$ cat src/rtl/ds_link_pkg.sv
// ds_link_pkg -- shared definitions for the DS link transmit path.
//   tx_type_e : character type presented to the DS encoder
//   state_e   : transmit scheduler link state
//   req_id_e  : requester identity, used for round-robin memory
//   sel_e     : per-slot character selection inside the scheduler
//   FCT_CREDIT: characters of far-end buffer space announced by one FCT
package ds_link_pkg;

  typedef enum logic [1:0] {
    TYPE_NULL = 2'b00,
    TYPE_FCT  = 2'b01,
    TYPE_DATA = 2'b10
  } tx_type_e;

  typedef enum logic [1:0] {
    OFF = 2'b00,
    RUN = 2'b01,
    ERR = 2'b10
  } state_e;

  typedef enum logic {
    REQ_A = 1'b0,
    REQ_B = 1'b1
  } req_id_e;

  typedef enum logic [1:0] {
    SEL_NULL = 2'b00,
    SEL_FCT  = 2'b01,
    SEL_A    = 2'b10,
    SEL_B    = 2'b11
  } sel_e;

  localparam int FCT_CREDIT = 8;
  localparam int FCT_PEND_W = 3;

endpackage

$ cat src/rtl/link_tx_sched_if.sv
// link_tx_sched_if -- character request and encoder handshake bundle.
//   req_x/data_x/gnt_x : requester x offers data_x, gnt_x marks capture
//   tx_valid/tx_ready  : character presented to / accepted by the encoder
//   tx_type/tx_data    : character type and payload
// Modports: master = scheduler side, slave = requesters plus encoder.
interface link_tx_sched_if #(
  parameter int DATA_W = 8
);
  logic              req_a;
  logic [DATA_W-1:0] data_a;
  logic              gnt_a;
  logic              req_b;
  logic [DATA_W-1:0] data_b;
  logic              gnt_b;
  logic              tx_ready;
  logic              tx_valid;
  logic [1:0]        tx_type;
  logic [DATA_W-1:0] tx_data;

  modport master (
    input  req_a, data_a, req_b, data_b, tx_ready,
    output gnt_a, gnt_b, tx_valid, tx_type, tx_data
  );

  modport slave (
    output req_a, data_a, req_b, data_b, tx_ready,
    input  gnt_a, gnt_b, tx_valid, tx_type, tx_data
  );
endinterface

$ cat src/rtl/credit_ctr.sv
// credit_ctr -- transmit credit counter with overflow detect.
//   clk, rst_n : clock, synchronous active-low reset
//   add8       : an FCT arrived, add FCT_CREDIT
//   sub1       : a data character is being sent, subtract one
//   clr        : link dropped, clear to zero
//   count      : current credit
//   ovf        : combinational; add8 would exceed CREDIT_MAX this cycle
// On overflow the FCT credit is discarded but a concurrent sub1 still applies.
module credit_ctr
  import ds_link_pkg::*;
#(
  parameter int CREDIT_MAX = 56,
  parameter int CREDIT_W   = 6
) (
  input  logic                clk,
  input  logic                rst_n,
  input  logic                add8,
  input  logic                sub1,
  input  logic                clr,
  output logic [CREDIT_W-1:0] count,
  output logic                ovf
);

  // One bit wider so the trial sum cannot wrap before the compare.
  logic [CREDIT_W:0] trial;

  assign trial = {1'b0, count} + (CREDIT_W+1)'(FCT_CREDIT);
  assign ovf   = add8 && (trial > (CREDIT_W+1)'(CREDIT_MAX));

  // NOTE: reset is synchronous, so it lives inside the clocked branch and is
  // only seen on a rising edge; every state register uses <= so all flops
  // update from the same pre-edge values.
  always_ff @(posedge clk) begin
    if (!rst_n) begin
      count <= '0;
    end else if (clr) begin
      count <= '0;
    end else if (add8 && !ovf) begin
      count <= count + CREDIT_W'(FCT_CREDIT) - CREDIT_W'(sub1);
    end else if (sub1) begin
      count <= count - CREDIT_W'(1);
    end
  end

endmodule

$ cat src/rtl/link_tx_sched.sv
// link_tx_sched -- picks one character per slot for the DS encoder:
// pending FCT first, then round-robin data from A/B while credit lasts,
// otherwise NULL. Tracks transmit credit from received FCTs.
//   clk, rst_n  : clock, synchronous active-low reset
//   link_up     : link state machine reports the link usable
//   fct_req     : pulse, local receiver freed space, queue one FCT
//   fct_rx      : pulse, far end sent an FCT, add credit
//   bus         : requester and encoder handshake (master modport)
//   credit      : current transmit credit
//   credit_err  : sticky credit overflow, cleared by a link drop
module link_tx_sched
  import ds_link_pkg::*;
#(
  parameter int DATA_W     = 8,
  parameter int CREDIT_MAX = 56,
  parameter int CREDIT_W   = 6
) (
  input  logic                clk,
  input  logic                rst_n,
  input  logic                link_up,
  input  logic                fct_req,
  input  logic                fct_rx,
  link_tx_sched_if.master     bus,
  output logic [CREDIT_W-1:0] credit,
  output logic                credit_err
);

  state_e                state, state_n;
  req_id_e               last;
  sel_e                  sel;
  tx_type_e              tx_type_n;
  logic [DATA_W-1:0]     tx_data_n;
  logic [FCT_PEND_W-1:0] fct_pend;
  logic                  load, drop, ovf, fct_load, data_load;

  // The output register refills when empty or when its character is taken.
  assign load      = (state != OFF || link_up) && (!bus.tx_valid || bus.tx_ready);
  assign fct_load  = load && (sel == SEL_FCT);
  assign data_load = load && (sel == SEL_A || sel == SEL_B);

  // sel is only non-NULL in RUN, so grants need no separate state term.
  assign bus.gnt_a = rst_n && load && (sel == SEL_A);
  assign bus.gnt_b = rst_n && load && (sel == SEL_B);

  always_comb begin
    sel = SEL_NULL;
    if (state == RUN) begin
      if (fct_pend != '0) begin
        sel = SEL_FCT;
      end else if (credit != '0 && (bus.req_a || bus.req_b)) begin
        if (bus.req_a && bus.req_b) sel = (last == REQ_B) ? SEL_A : SEL_B;
        else                        sel = bus.req_a ? SEL_A : SEL_B;
      end
    end
  end

  always_comb begin
    tx_type_n = TYPE_NULL;
    tx_data_n = '0;
    case (sel)
      SEL_FCT: tx_type_n = TYPE_FCT;
      SEL_A:   begin tx_type_n = TYPE_DATA; tx_data_n = bus.data_a; end
      SEL_B:   begin tx_type_n = TYPE_DATA; tx_data_n = bus.data_b; end
      default: ;
    endcase
  end

  // NOTE: every output of a combinational block gets a default before any
  // branch, so no path leaves it unassigned and no latch is inferred.
  always_comb begin
    state_n = state;
    drop    = 1'b0;
    case (state)
      OFF: if (link_up) state_n = RUN;
      RUN: begin
        if (!link_up) begin
          drop    = 1'b1;
          state_n = OFF;
        end else if (ovf) begin
          state_n = ERR;
        end
      end
      ERR: begin
        if (!link_up) begin
          drop    = 1'b1;
          state_n = OFF;
        end
      end
      default: state_n = OFF;
    endcase
  end

  always_ff @(posedge clk) begin
    if (!rst_n) state <= OFF;
    else        state <= state_n;
  end

  always_ff @(posedge clk) begin
    if (!rst_n) begin
      bus.tx_valid <= 1'b0;
      bus.tx_type  <= TYPE_NULL;
      bus.tx_data  <= '0;
      last         <= REQ_B;
    end else if (drop) begin
      bus.tx_valid <= 1'b0;
      last         <= REQ_B;
    end else if (load) begin
      bus.tx_valid <= 1'b1;
      bus.tx_type  <= tx_type_n;
      bus.tx_data  <= tx_data_n;
      if (sel == SEL_A) last <= REQ_A;
      if (sel == SEL_B) last <= REQ_B;
    end
  end

  // A request and a send in the same cycle cancel; a request at the
  // ceiling with no send is lost.
  always_ff @(posedge clk) begin
    if (!rst_n || drop) begin
      fct_pend <= '0;
    end else begin
      case ({fct_req, fct_load})
        2'b10:   if (fct_pend != '1) fct_pend <= fct_pend + FCT_PEND_W'(1);
        2'b01:   fct_pend <= fct_pend - FCT_PEND_W'(1);
        default: ;
      endcase
    end
  end

  always_ff @(posedge clk) begin
    if (!rst_n || drop) credit_err <= 1'b0;
    else if (ovf)       credit_err <= 1'b1;
  end

  // fct_rx is ignored while the link is OFF.
  credit_ctr #(
    .CREDIT_MAX (CREDIT_MAX),
    .CREDIT_W   (CREDIT_W)
  ) u_credit (
    .clk   (clk),
    .rst_n (rst_n),
    .add8  (fct_rx && state != OFF),
    .sub1  (data_load),
    .clr   (drop),
    .count (credit),
    .ovf   (ovf)
  );

endmodule

$ cat src/flat_wrapper.sv
// flat-port wrapper written by rule: the top's interface ports become plain ports
module link_tx_sched_flat import ds_link_pkg::*;
#(
  parameter int DATA_W     = 8,
  parameter int CREDIT_MAX = 56,
  parameter int CREDIT_W   = 6
)
  (clk, rst_n, link_up, fct_req, fct_rx, credit, credit_err, bus_req_a, bus_data_a, bus_req_b, bus_data_b, bus_tx_ready, bus_gnt_a, bus_gnt_b, bus_tx_valid, bus_tx_type, bus_tx_data);
  link_tx_sched_if #(.DATA_W(DATA_W)) bus_i ();
  input  logic clk;
  input  logic rst_n;
  input  logic link_up;
  input  logic fct_req;
  input  logic fct_rx;
  output logic [CREDIT_W-1:0] credit;
  output logic credit_err;
  input wire logic [$bits(bus_i.req_a)-1:0] bus_req_a;
  input wire logic [$bits(bus_i.data_a)-1:0] bus_data_a;
  input wire logic [$bits(bus_i.req_b)-1:0] bus_req_b;
  input wire logic [$bits(bus_i.data_b)-1:0] bus_data_b;
  input wire logic [$bits(bus_i.tx_ready)-1:0] bus_tx_ready;
  output wire logic [$bits(bus_i.gnt_a)-1:0] bus_gnt_a;
  output wire logic [$bits(bus_i.gnt_b)-1:0] bus_gnt_b;
  output wire logic [$bits(bus_i.tx_valid)-1:0] bus_tx_valid;
  output wire logic [$bits(bus_i.tx_type)-1:0] bus_tx_type;
  output wire logic [$bits(bus_i.tx_data)-1:0] bus_tx_data;
  assign bus_i.req_a = bus_req_a;
  assign bus_i.data_a = bus_data_a;
  assign bus_i.req_b = bus_req_b;
  assign bus_i.data_b = bus_data_b;
  assign bus_i.tx_ready = bus_tx_ready;
  assign bus_gnt_a = bus_i.gnt_a;
  assign bus_gnt_b = bus_i.gnt_b;
  assign bus_tx_valid = bus_i.tx_valid;
  assign bus_tx_type = bus_i.tx_type;
  assign bus_tx_data = bus_i.tx_data;
  link_tx_sched #(.DATA_W(DATA_W), .CREDIT_MAX(CREDIT_MAX), .CREDIT_W(CREDIT_W)) u_core (.clk(clk), .rst_n(rst_n), .link_up(link_up), .fct_req(fct_req), .fct_rx(fct_rx), .bus(bus_i), .credit(credit), .credit_err(credit_err));
endmodule
$ cat config.mk
export PLATFORM = sky130hd
export DESIGN_NAME = link_tx_sched_flat
export DESIGN_NICKNAME = d
export VERILOG_FILES = /design/src/rtl/ds_link_pkg.sv /design/src/rtl/link_tx_sched_if.sv /design/src/rtl/credit_ctr.sv /design/src/rtl/link_tx_sched.sv /design/src/flat_wrapper.sv
export SDC_FILE = /design/constraint.sdc
export NUM_CORES = 1
export LEC_CHECK = 0
export ABC_AREA = 1
export CAP_MARGIN = 20
export CORE_MARGIN = 5
export CORE_UTILIZATION = 63
export DETAILED_ROUTE_END_ITERATION = 10
export DONT_BUFFER_PORTS = 1
export GPL_ROUTABILITY_DRIVEN = 0
export GPL_TIMING_DRIVEN = 0
export PLACE_DENSITY = 0.79
export SYNTH_ARGS = -nofsm -noshare
export SYNTH_HDL_FRONTEND = slang
export SYNTH_SLANG_ARGS = --single-unit
$ cat constraint.sdc
create_clock -name clk -period 3.1 [get_ports clk]
set_clock_uncertainty 0.1 [all_clocks]
set_input_delay 0.465 -clock clk [delete_from_list [all_inputs] [get_ports clk]]
set_output_delay 0.465 -clock clk [all_outputs]
set_load 0.01 [all_outputs]
==> results of run 1 <==
metal layers:
metal  share of wire  wire length (um)
met1            0.44              1596
met2            0.47              1703
met3           0.070               251
met4           0.015                53
met5               0                 0
registers in the layout, summed over array words and instances, names as in the netlist:
register	flops
u_core.state	2
u_core.bus.tx_data	8
u_core.bus.tx_valid	1
u_core.u_credit.count	6
u_core.last	1
u_core.fct_pend	3
u_core.credit_err	1
u_core.bus.tx_type	2
final cells by class:
cell class                      count  area share
Buffer                              4     0.01434
Inverter                           47     0.09192
Multi-Input combinational cell    173      0.5939
Clock buffer                        3     0.01173
Clock inverter                      1     0.01565
Tap cell                           31     0.02021
Sequential cell                    24      0.2523
cells in the mapped netlist, types with 2 or more instances:
| master | number |
|---|---|
| nand4_1 | 4 |
| nand3_4 | 2 |
| nor2_8 | 3 |
| inv_1 | 38 |
| a21oi_1 | 7 |
| nor4_1 | 2 |
| nand3_1 | 22 |
| o21ai_0 | 3 |
| o21ai_1 | 6 |
| a21oi_4 | 2 |
| nor2_1 | 13 |
| nand2_2 | 3 |
| inv_2 | 9 |
| nand3_2 | 4 |
| a21boi_0 | 3 |
| nand2_4 | 3 |
| dfxtp_1 | 24 |
| ha_1 | 18 |
| fa_1 | 2 |
| o21a_1 | 8 |
| nand2_1 | 60 |
| xor2_1 | 3 |
cell families after synthesis:
group,synth area share
compound gates,0.1200
xor+xnor,0.01921
fa+ha+maj,0.1454
buf+inv,0.1118
flops,0.2634
simple gates,0.3402
where the power goes:
| part | total [mW] | switching (mW) | internal [mW] |
|---|---|---|---|
| clock | 0.229 | 0.0979 | 0.131 |
| sequential | 0.594 | 0.161 | 0.433 |
| combinational | 1.07 | 0.658 | 0.416 |
| total | 1.90 | 0.917 | 0.980 |
what timing repair did:
item / 4_1_cts / 5_1_grt
hold endpoints to repair: 0 / 0
endpoints found under the setup margin: 0 / 1
gates resized for setup: 0 / 3
per-stage QoR:
| step | area (um2) | hold slack (ps) | total power, mW | instances | util |
|---|---|---|---|---|---|
| 4_1_cts | 1916 | 230.2 | 1.907 | 283 | 0.6946 |
| 3_5_place_dp | 1863 | 390.2 | 1.672 | 279 | 0.6756 |
| 3_3_place_gp | 1863 | 389.3 | 1.643 | 279 | 0.6756 |
| 6_report | 1919 | 236.8 | 1.896 | 283 | 0.6960 |
| 2_1_floorplan | 1824 | 374.0 | 1.475 | 248 | - |
| 5_1_grt | 1919 | 239.5 | 2.096 | 283 | 0.6960 |
worst register-to-register path, delay by kind of cell, from the launching register on:
| kind | cells | cell delay (ps) |
|---|---|---|
| compound gates | 2 | 200 |
| simple gates | 5 | 540 |
| fa+ha+maj | 4 | 1010 |
| buf+inv | 3 | 300 |
| xor+xnor | 1 | 150 |
| flops | 1 | 500 |
how the worst max path moves through the flow:
stage                                         from                        to  slack (ps)  cells after the start
after detailed placement  u_core.u_credit.count[3]  u_core.u_credit.count[5]         190                     15
after CTS                 u_core.u_credit.count[3]  u_core.u_credit.count[5]         150                     15
after floorplan           u_core.u_credit.count[3]  u_core.u_credit.count[5]         500                     15
final                     u_core.u_credit.count[1]  u_core.u_credit.count[5]         240                     15
after global routing      u_core.u_credit.count[1]  u_core.u_credit.count[5]          10                     15
after global placement    u_core.u_credit.count[3]  u_core.u_credit.count[5]         240                     15
==> results.cfg, run 1 <==
[clocking]
clkLatencyLatePin_ps = 320
clockBufferDepth = 2
path_clk_slew_ps = 140
clockRootBuffer = clkbuf_4
cts_buffers = 3
cts_max_level = 1
cts_hold_buf = 0
cts_sinks = 24
cts_tree = built
cts_setup_buffers = 0

[floorplanning]
die_height_um = 63.81
die_area_mm2 = 0.004072
die_w_um = 63.81
rows = 19
core_mm2 = 0.002758
ios = 44
start_util = 0.6615

[place]
place_ws_ps = 191.6
portBuffers = 0
dp_hpwl_mm = 2.821

[critical_path]
crit_path_max_incr_delay_ps = 500
crit_fanout = 5
cpMostUsedCell = ha_1
r2r-start = u_core.u_credit.count[1]
crit_path_end_kind = flip-flop
slowest_stage = dfxtp_1
rr_worst_depth = 15
worst-setup-path-type = reg -> reg
r2r-end = u_core.u_credit.count[5]
r2r_setup_slack_ps = 240
cp.required_ps = 3270
critPathLaunchType = flip-flop
cp.arrival_ps = 3030
crit_family = adder cells
crit_chain = inv_1 > ha_1 > nand3_2 > nand3_4 > inv_2 > ha_1 > inv_1 > ha_1 > fa_1 > nand2_1 > nand3_1 > xor2_1 > a21oi_1 > o21ai_1 > nor2_1
path_buf_inv = 3

[sta]
timing.fmax_ghz = 0.3500
layout_setup_ws_ps = 242.8
hold_viol = 0
slew_headroom = 0.5966
min_period_ps = 2857
finalSetupViolCount = 0
tns_ps = 0
tightest_slew_ps = 599.5
slew_violations = 0
rsz0062_at_grt = false
period_share = 0.9217

[logic_synthesis]
ys_warn_count = 0
async_flop_share = 0
seq_area_frac_synth = 0.2634
synth_area_per_cell_um2 = 7.356
synth_seq_cells = 24
netlist.area_leader.share = 0.2634
syn_area_mm2 = 0.001824
yosys-top-cells-area = dfxtp_1 26%, ha_1 12%, nand2_1 12%, inv_1 7.8%, nand3_1 6.0%
synth-edff-count = 0
post_synth_num_cell_types = 31
syn_nets = 292
synthFlopType = dfxtp_1
yosysTopAreaCell = dfxtp_1
synth_cells = 248

[layout]
mostFrequentLayoutCell = nand2_1
multi_input_area_mm2 = 0.001140
final_net_count = 297
drive_gt1_frac = 0.1548
diodes = 0
seqCellArea_um2 = 484.2
final_cell_mix = 60 x nand2_1, 38 x inv_1, 22 x nand3_1, 21 x dfxtp_1, 18 x ha_1
syn2layout_area_growth_pct = 5.213
fill_cells = 260

[drt]
first_pass_iters = 4
wirelength_mm = 3.605
num_vias = 1505
drtAntennaViolNets = 0
drt_iter0_drc = 47
via_per_inst = 5.318
wire_per_inst_um = 12.74
route.detailed.drc = 0

[global_routing]
use_met2 = 0.3342
grt.busiest_layer = met2
antenna_found_initial = 0
met1_usage = 0.2238
grt_first_pass_wirelength_mm = 6.513
first_global_vias = 1472
grt.met3_usage = 0.05079
grt_max_degree = 15
track_usage = 0.1908
overflow = 0

[min_path]
hp-class = in -> reg
hold_start = rst_n
hold_path_depth = 3
hold_end = u_core.bus.tx_data[1]

[power]
cellPowerDensity_mw_per_mm2 = 988.0
max-vdd-ir-drop_mv = 0.6679
p_leak_nw = 0.9970

[outcome]
outcome = complete, no violations

[run]
maxCapViolations = 0
No activity file was read; power rests on OpenSTA's default activity.
==> run 2, diff against run 1 <==
--- a/config.mk
+++ b/config.mk
@@ -8,12 +8,13 @@
 export ABC_AREA = 1
 export CAP_MARGIN = 20
 export CORE_MARGIN = 5
-export CORE_UTILIZATION = 63
+export CORE_UTILIZATION = 57
 export DETAILED_ROUTE_END_ITERATION = 10
 export DONT_BUFFER_PORTS = 1
 export GPL_ROUTABILITY_DRIVEN = 0
 export GPL_TIMING_DRIVEN = 0
-export PLACE_DENSITY = 0.79
+export PLACE_DENSITY = 0.75
+export SLEW_MARGIN = 20
 export SYNTH_ARGS = -nofsm -noshare
 export SYNTH_HDL_FRONTEND = slang
 export SYNTH_SLANG_ARGS = --single-unit
==> constraint.sdc (replaced) <==
create_clock -name clk -period 2.6 [get_ports clk]
set_clock_uncertainty 0.1 [all_clocks]
set_input_delay 0.39 -clock clk [delete_from_list [all_inputs] [get_ports clk]]
set_output_delay 0.39 -clock clk [all_outputs]
set_load 0.01 [all_outputs]
==> run 2 against run 1 <==
  * Core utilization is 2.2 points lower
  * Non-clock buffer count rose by 5
  * Combinational power grew 36%
  * Global-route usage decreased by 1.7 points
==> results.cfg, run 2 (synthesis results as in run 1) <==
[outcome]
outcome = complete, no violations

[power]
pwr-share-clk = 0.113
net-switching-power_mw = 1.157
cellPowerDensity_mw_per_mm2 = 1195
max-vdd-ir-drop_mv = 0.6287
cell_internal_pwr_mw = 1.302
finalPower_mw = 2.459
sw_frac_of_total = 0.4706
p_comb_frac = 0.590
p_leak_nw = 1.025
power_frac_seq = 0.298

[layout]
finalNonFillerCells = 301
final_net_count = 302
multi_input_area_mm2 = 0.001201
diodes = 0
drive_gt1_frac = 0.2374
seqCellArea_um2 = 503.0
fill_cells = 253
largest_reg_flops = 8
largest_register = u_core.bus.tx_data
largestRegisters = u_core.bus.tx_data: 8 flops, u_core.u_credit.count: 6 flops, u_core.fct_pend: 3 flops
mostFrequentLayoutCell = nand2_1
final_cell_mix = 60 x nand2_1, 32 x inv_1, 22 x nand3_1, 16 x dfxtp_1
syn2layout_area_growth_pct = 12.83

[critical_path]
cp.required_ps = 2760
crit_chain = inv_2 > ha_4 > nand2_4 > nand2_8 > inv_4 > nand3_4 > inv_4 > ha_1 > inv_1 > ha_1 > fa_2 > nand2_1 > nand3_1 > xor2_1 > a21oi_1 > o21ai_1 > nor2_1
slowest_stage = dfxtp_2
r2r_setup_slack_ps = 110
path_buf_inv = 4
crit_family = adder cells
crit_path_max_incr_delay_ps = 360
worst-setup-path-type = reg -> reg
critPathLaunchType = flip-flop
crit_path_end_kind = flip-flop
crit_fanout = 5
startpoint = u_core.state[1]
r2r-start = u_core.state[1]
cp.arrival_ps = 2650

[run]
maxCapViolations = 0

[sta]
timing.fmax_ghz = 0.4023
tightest_slew_ps = 598.2
min_period_ps = 2486
period_share = 0.9560
slew_violations = 0
slew_headroom = 0.5975
hold_viol = 0
finalSetupViolCount = 0

[floorplanning]
die_w_um = 66.57
ios = 44
start_util = 0.5975
rows = 20
die_area_mm2 = 0.004432
core_mm2 = 0.003053
die_height_um = 66.57

[place]
dp_hpwl_mm = 2.782
portBuffers = 0
dp_cells = 292

[global_routing]
grt_max_degree = 15
overflow = 0
track_usage = 0.1736
first_global_vias = 1411
grt_first_pass_wirelength_mm = 6.023
antenna_found_initial = 0

[drt]
num_vias = 1541
wirelength_mm = 3.670
via_per_inst = 5.120
wire_per_inst_um = 12.19
drt_iter0_drc = 50
first_pass_iters = 4
route.detailed.drc = 0
drtAntennaViolNets = 0

[clocking]
cts_tree = built
cts_sinks = 24
clockBufferDepth = 2
path_clk_slew_ps = 140
clkLatencyLatePin_ps = 320
cts_buffers = 3
cts_max_level = 1
clockRootBuffer = clkbuf_4
cts_hold_buf = 0

[min_path]
hp-class = in -> reg
hold_start = bus_data_b[4]
-- run 2: cell types whose count changed in the layout (fill, tap and decap cells not counted), moves of 3 or more --
cell and change:
inv_1 -6, buf_4 +5, dfxtp_1 -5, dfxtp_4 +5, ha_1 -5, inv_2 +4, ha_4 +3
-- run 2: per-stage QoR --
step | hold slack [ps] | instance area (um2) | TNS, ps | utilization | setup slack, ps
after floorplan | 374.0 | 1824 | 0 | - | 4.305
after global placement | 392.6 | 1879 | -372.3 | 0.6156 | -300.6
after detailed placement | 397.6 | 1879 | -417.2 | 0.6156 | -325.9
after CTS | 145.9 | 2022 | 0 | 0.6623 | 16.89
after global routing | 169.9 | 2058 | -27.77 | 0.6742 | -27.77
final | 155.2 | 2058 | 0 | 0.6742 | 114.5
-- run 2: worst register-to-register path, cell delays in order, from the launching register on --
cell and delay [ps]:
dfxtp_2 360, inv_2 60, ha_4 180, nand2_4 90
nand2_8 80, inv_4 70, nand3_4 90, inv_4 60
ha_1 120, inv_1 40, ha_1 200, fa_2 350
nand2_1 80, nand3_1 90, xor2_1 150, a21oi_1 150
o21ai_1 80, nor2_1 90
-- run 2: path summary, 6_finish.rpt --
kind,endpoint,cells after the start
worst min-delay path,u_core.bus.tx_data[4],4
worst min register to register,u_core.credit_err,2
worst max register to register,u_core.u_credit.count[5],17
worst max-delay path,u_core.u_credit.count[5],17
-- run 2: power groups by stage --
stage | sequential, mW | combinational (mW) | clock (mW)
6_report | 0.732 | 1.45 | 0.277
3_5_place_dp | 0.716 | 1.27 | 0
4_1_cts | 0.727 | 1.40 | 0.285
2_1_floorplan | 0.675 | 1.08 | 0
3_3_place_gp | 0.714 | 1.25 | 0
5_1_grt | 0.754 | 1.66 | 0.292
-- run 2: cell type report --
cell class | count | area share
clock buffer | 3 | 0.01094
buffer | 4 | 0.01337
sequential | 24 | 0.2444
clock inverter | 1 | 0.01459
timing repair buffer | 5 | 0.01824
tap | 44 | 0.02675
inverter | 47 | 0.08815
multi-input combinational | 173 | 0.5836
-- run 2: timing repair --
item | 4_1_cts | 5_1_grt
gates resized for setup | 23 | 9
buffers inserted | 4 | 1
pin swaps | 1 | 2
setup endpoints to repair | 3 | 2
-- run 2: routing by layer --
| metal | vias up | global-route usage | share of wire | wire [um] |
|---|---|---|---|---|
| met2 | 45 | 0.2822 | 0.46 | 1689 |
| met4 | 0 | 0.05838 | 0.015 | 55 |
| li1 | 805 | - | - | - |
| met1 | 683 | 0.2199 | 0.45 | 1638 |
| met5 | - | 0 | 0 | 0 |
| met3 | 8 | 0.04722 | 0.078 | 287 |
==> run 3, diff against run 2 <==
--- a/config.mk
+++ b/config.mk
@@ -9,6 +9,7 @@
 export CAP_MARGIN = 20
 export CORE_MARGIN = 5
 export CORE_UTILIZATION = 57
+export CTS_CLUSTER_DIAMETER = 30
 export DETAILED_ROUTE_END_ITERATION = 10
 export DONT_BUFFER_PORTS = 1
 export GPL_ROUTABILITY_DRIVEN = 0
==> results of run 3 <==
No change in the layout: final DEF, timing and power equal those of run 2.
